===== src/rtl/bla_subtractor_seq_pkg.sv =====
// Shared types for the sequential borrow-lookahead subtractor.
// Holds the controller state encoding and the slice width.
package bla_subtractor_seq_pkg;

  localparam int SLICE_W = 4;

  typedef enum logic [1:0] {
    IDLE = 2'd0,
    RUN  = 2'd1,
    DONE = 2'd2
  } state_t;

endpackage


===== src/rtl/bla_slice4.sv =====
// 4-bit borrow-lookahead subtract slice: d = a - b - bin, bout = borrow out.
// Combinational, zero latency; no flow control.
module bla_slice4
  import bla_subtractor_seq_pkg::*;
(
  input  logic [SLICE_W-1:0] a,
  input  logic [SLICE_W-1:0] b,
  input  logic               bin,
  output logic [SLICE_W-1:0] d,
  output logic               bout
);

  logic [SLICE_W-1:0] g;
  logic [SLICE_W-1:0] p;
  logic [SLICE_W:0]   br;

  assign g = ~a & b;
  assign p = ~(a ^ b);

  // Every borrow is a sum of products of g/p and bin, so no bit waits on its neighbour.
  assign br[0] = bin;
  assign br[1] = g[0] | (p[0] & bin);
  assign br[2] = g[1] | (p[1] & g[0]) | (p[1] & p[0] & bin);
  assign br[3] = g[2] | (p[2] & g[1]) | (p[2] & p[1] & g[0]) | (p[2] & p[1] & p[0] & bin);
  assign br[4] = g[3] | (p[3] & g[2]) | (p[3] & p[2] & g[1]) | (p[3] & p[2] & p[1] & g[0])
               | (p[3] & p[2] & p[1] & p[0] & bin);

  assign d    = a ^ b ^ br[SLICE_W-1:0];
  assign bout = br[SLICE_W];

endmodule


===== src/rtl/bla_subtractor_seq.sv =====
// Multi-cycle subtractor: diff = a - b - bin, one 4-bit lookahead slice per clock, LSB first.
// Latency: out_valid rises WIDTH/4 cycles after the accept edge.
// Backpressure: result held in DONE until out_ready; operands accepted only in IDLE.
module bla_subtractor_seq
  import bla_subtractor_seq_pkg::*;
#(
  parameter int WIDTH = 16
) (
  input  logic             clk,
  input  logic             rst_n,
  input  logic             in_valid,
  output logic             in_ready,
  input  logic [WIDTH-1:0] a,
  input  logic [WIDTH-1:0] b,
  input  logic             bin,
  output logic             out_valid,
  input  logic             out_ready,
  output logic [WIDTH-1:0] diff,
  output logic             bout,
  output logic             ovf
);

  localparam int NSLICE = WIDTH / SLICE_W;
  localparam int KW     = (NSLICE > 1) ? $clog2(NSLICE) : 1;
  localparam logic [KW-1:0] KLAST = KW'(NSLICE - 1);

  state_t             state;
  state_t             state_nxt;
  logic [KW-1:0]      k;
  logic [WIDTH-1:0]   a_r;
  logic [WIDTH-1:0]   b_r;
  logic               br_r;
  logic [SLICE_W-1:0] sl_d;
  logic               sl_bout;
  logic               accept;
  logic               last;

  assign accept = in_valid & in_ready;
  assign last   = (k == KLAST);

  always_ff @(posedge clk or negedge rst_n) begin
    if (!rst_n) begin
      state <= IDLE;
    end else begin
      state <= state_nxt;
    end
  end

  always_comb begin
    state_nxt = state;
    in_ready  = 1'b0;
    out_valid = 1'b0;
    case (state)
      IDLE: begin
        in_ready = 1'b1;
        if (in_valid) state_nxt = RUN;
      end
      RUN: begin
        if (last) state_nxt = DONE;
      end
      DONE: begin
        out_valid = 1'b1;
        if (out_ready) state_nxt = IDLE;
      end
      default: state_nxt = IDLE;
    endcase
  end

  bla_slice4 u_slice (
    .a    (a_r[k*SLICE_W +: SLICE_W]),
    .b    (b_r[k*SLICE_W +: SLICE_W]),
    .bin  (br_r),
    .d    (sl_d),
    .bout (sl_bout)
  );

  // diff/bout/ovf are only rewritten while a new operation runs; DONE holds them untouched.
  always_ff @(posedge clk or negedge rst_n) begin
    if (!rst_n) begin
      k    <= '0;
      a_r  <= '0;
      b_r  <= '0;
      br_r <= 1'b0;
      diff <= '0;
      bout <= 1'b0;
      ovf  <= 1'b0;
    end else begin
      case (state)
        IDLE: begin
          if (accept) begin
            a_r  <= a;
            b_r  <= b;
            br_r <= bin;
            k    <= '0;
          end
        end
        RUN: begin
          diff[k*SLICE_W +: SLICE_W] <= sl_d;
          br_r <= sl_bout;
          if (last) begin
            k    <= '0;
            bout <= sl_bout;
            ovf  <= (a_r[WIDTH-1] ^ b_r[WIDTH-1]) & (sl_d[SLICE_W-1] ^ a_r[WIDTH-1]);
          end else begin
            k <= k + 1'b1;
          end
        end
        default: ;
      endcase
    end
  end

endmodule


===== config.mk =====
export PLATFORM = sky130hd
export DESIGN_NAME = bla_subtractor_seq
export DESIGN_NICKNAME = d
export VERILOG_FILES = /design/src/rtl/bla_subtractor_seq_pkg.sv /design/src/rtl/bla_slice4.sv /design/src/rtl/bla_subtractor_seq.sv
export SDC_FILE = /design/constraint.sdc
export NUM_CORES = 1
export LEC_CHECK = 0
export CORE_MARGIN = 2
export CORE_UTILIZATION = 45
export CTS_CLUSTER_DIAMETER = 50
export DETAILED_ROUTE_END_ITERATION = 10
export PLACE_DENSITY = 0.87
export RECOVER_POWER = 100
export REMOVE_ABC_BUFFERS = 1
export SLEW_MARGIN = 10
export SYNTH_ARGS = -nofsm -noshare
export SYNTH_HDL_FRONTEND = slang
export SYNTH_SLANG_ARGS = --single-unit

===== constraint.sdc =====
create_clock -name clk -period 2.8 [get_ports clk]
set_input_delay 0.56 -clock clk [delete_from_list [all_inputs] [get_ports clk]]
set_output_delay 0.56 -clock clk [all_outputs]
set_load 0.02 [all_outputs]

==> impl_metrics.env <==
export IMPL_outcome="finished, final reports clean"
export IMPL_cts_root_to_sink_buffers=2
export IMPL_initial_antenna_violation_count=0
export IMPL_drt_first_iter_violations=120
export IMPL_grt_setup_unrepaired="no"
export IMPL_crit_type="reg2reg"
export IMPL_vias_in_the_first_global_route=2100
export IMPL_fmaxAchievable_mhz=392
export IMPL_worstPathArrival_ns=2.80
export IMPL_die_width_um=80.0
export IMPL_min_delay_path_class="reg2reg"
export IMPL_clk_insertion_delay_late_ns=0.31
export IMPL_drv_slew=0
export IMPL_number_of_warning_messages_in_the_yosys_log=0
export IMPL_die_height_um=80.0
export IMPL_number_of_input_and_output_port_buffers_inserted=56
export IMPL_post_route_worst_setup_slack_ns=0.247
export IMPL_floorplan_rows=27
export IMPL_count_of_max_cap_constraint_violations=0
export IMPL_layout_drive_gt1_share_pct=6.71
export IMPL_core_mm2=0.00554
export IMPL_initial_utilization_pct=47.0
export IMPL_max_slew_margin_rel_pct=1.23
export IMPL_final_core_utilization_pct=60.0
export IMPL_detailed_place_area_mm2=0.00327
export IMPL_holdBufCountCts=0
export IMPL_tritoncts="done"
export IMPL_synth_sequential_area_ratio_pct=52.9
export IMPL_post_synth_cell_area_avg_um2=9.67
export IMPL_wl_per_cell_um=13.6
export IMPL_num_fill_cells=483
export IMPL_nets=376
export IMPL_worst_ep_required_ns=3.05
export IMPL_fin_setup_tns_ns=0
export IMPL_grt_max_degree=35
export IMPL_insertedDiodeCount=0
export IMPL_place_congestion=0.846
export IMPL_synth_seq_cells=55
export IMPL_grt_first_pass_wirelength_um=9160
export IMPL_synth_area_top_cells="sky130_fd_sc_hd__dfrtp_1 (53%), sky130_fd_sc_hd__nand2_1 (18%), sky130_fd_sc_hd__mux4_2 (6.9%)"
export IMPL_detail_route_vias_per_cell=5.17
export IMPL_hpwlAfterDp_um=4120
export IMPL_congestion_overflow_gr=0
export IMPL_report_final_hold_viol_count=0
export IMPL_synth_lib_cells_used_distinct=33
export IMPL_drc=0
export IMPL_finalCritPeriodShare_pct=91.2
export IMPL_design_die_area_mm2=0.00640
export IMPL_critical_path_endpoint_type="register"
export IMPL_area_growth_pct=27.8
export IMPL_hold_slack_ns=0.482
export IMPL_dp_worst_setup_slack_ns=0.162
export IMPL_synth_top_area_share_pct=52.9
export IMPL_power_static_leakage_nw=1.64
export IMPL_root_buffer="sky130_fd_sc_hd__clkbuf_8"
export IMPL_final_setup_viol_count=0
export IMPL_critical_path_peak_fanout=9
export IMPL_antenna_violating_nets_post_route=0
export IMPL_clk_pin_slew_ns=0.09
export IMPL_tritoncts_sink_count=55
export IMPL_cts_buffers=5
export IMPL_synthesized_area_mm2=0.00260
export IMPL_overall_via_count_from_detail_route=2066
export IMPL_pwr_density_cell_mw_per_mm2=1190
export IMPL_first_pass_drt_iterations=4
export IMPL_clock_skew_final_ns=0.00824
export IMPL_irDropWorstVdd_v=0.000590
export IMPL_worst_slew_pin_transition_ns=1.48
export IMPL_min_period_ns=2.55
export IMPL_htreeDepth=2
export IMPL_final_cell_area_mm2=0.00332
export IMPL_global_route_usage_total_pct=18.6
export IMPL_synthDominantAreaCellType="sky130_fd_sc_hd__dfrtp_1"
export IMPL_postSynthCellCount=269
export IMPL_drt_total_wl_um=5440
export IMPL_crit_path_start_kind="register"
export IMPL_number_of_primary_i_o_pins=57
-- worst max-delay path: stages (launching register included) --
cell,delay [ns]
sky130_fd_sc_hd__dfrtp_2,0.48
sky130_fd_sc_hd__buf_4,0.23
sky130_fd_sc_hd__mux4_2,0.51
sky130_fd_sc_hd__ha_1,0.36
sky130_fd_sc_hd__o21ai_0,0.10
sky130_fd_sc_hd__o21a_1,0.21
sky130_fd_sc_hd__or4_1,0.49
sky130_fd_sc_hd__nand3_1,0.10
-- metrics by stage --
step / power [mW] / cells
floorplan: 2.82 / 260
global placement: 3.48 / 393
detailed placement: 3.58 / 393
CTS: 4.03 / 400
global route: 4.29 / 400
finish: 3.95 / 400
-- layout make-up --
type	count	area, um^2	share of cell area, %
clock buffers	6	82.6	2.48
clock inverters	1	5.00	0.151
inverters	8	30.0	0.904
multi-input cells	197	1150	34.8
flip-flops and latches	55	1380	41.5
well taps	72	90.1	2.71
repair buffers	61	583	17.5
-- per-layer routing --
layer / up-vias / share of wire [%] / global-route usage [%]
li1: 1012 / - / -
met1: 1002 / 44 / 23.1
met2: 43 / 50 / 32.3
met3: 9 / 4.1 / 4.30
met4: 0 / 1.4 / 5.25
met5: - / 0 / 0
-- repair_timing --
action	in CTS	in global routing
buffers inserted	0	0
gates resized for setup	0	2
setup endpoints to repair	0	5
-- placed cells by master, fill, tap and decap left out, types with 2 or more instances in the layout --
master,instances
sky130_fd_sc_hd__nand2_1,122
sky130_fd_sc_hd__dfrtp_1,54
sky130_fd_sc_hd__clkdlybuf4s50_1,34
sky130_fd_sc_hd__dlygate4sd3_1,21
sky130_fd_sc_hd__o21ai_0,14
sky130_fd_sc_hd__ha_1,10
sky130_fd_sc_hd__mux4_2,8
sky130_fd_sc_hd__inv_1,8
sky130_fd_sc_hd__o41ai_1,6
sky130_fd_sc_hd__clkbuf_8,6
sky130_fd_sc_hd__nor2_1,4
sky130_fd_sc_hd__o31ai_1,4
sky130_fd_sc_hd__nand2b_1,3
sky130_fd_sc_hd__or3_1,3
sky130_fd_sc_hd__a21oi_1,2
sky130_fd_sc_hd__nor3_1,2
sky130_fd_sc_hd__nor3b_1,2
sky130_fd_sc_hd__nand3_1,2
sky130_fd_sc_hd__clkbuf_1,2
sky130_fd_sc_hd__clkbuf_2,2
sky130_fd_sc_hd__buf_4,2
-- kinds of logic after synthesis --
family                     count (synthesis)  share of synthesized area, %
AOI/OAI and AO/OA                         30                          7.41
xor gates and xnor gates                   2                         0.674
adders and majority gates                 11                          5.58
buffers and inverters                     17                          2.50
DFF                                       55                          52.9
muxes                                      8                          6.93
and+or+nand+nor                          146                          24.0
-- flip-flops by register name (all words and copies together), names as in the netlist --
register	flops
a_r	16
b_r	16
bout	1
br_r	1
diff	16
k	2
ovf	1
state	2
-- synth_stat cells (all sizes together) --
master and instances:
clkbuf 8, and2b 1, nand3b 1, a211oi 1, nor2b 1, mux4 8
fa 1, o21ai 14, o21a 1, or3 3, buf 1, or3b 1
nor3 2, and4 1, o41ai 6, xnor2 1, a22oi 1, ha 10
nor3b 2, o31ai 4, inv 8, or4 1, or2b 1, nand2b 3
nand3 2, xor2 1, a21o 1, nand2 122, dfrtp 55, nand4 1
nor2 4, a21oi 2
-- power by group --
part / leakage (nW) / switching, mW / total, mW / internal, mW
combinational: 0.891 / 1.26 / 2.13 / 0.879
clock: 0.0470 / 0.243 / 0.438 / 0.195
sequential: 0.702 / 0.244 / 1.38 / 1.14
-- worst paths after layout --
path	startpoint	to	slack (ns)	cells after the start
worst max-delay path	k[0]	ovf	0.25	7
worst max register to register	k[0]	ovf	0.25	7
worst min register to register	b_r[8]	b_r[8]	0.48	2
max in group asynchronous	rst_n	k[0]	0.79	2
min in group asynchronous	rst_n	diff[14]	0.58	1
worst min-delay path	b_r[8]	b_r[8]	0.48	2
(Power assumes the default switching activity.)
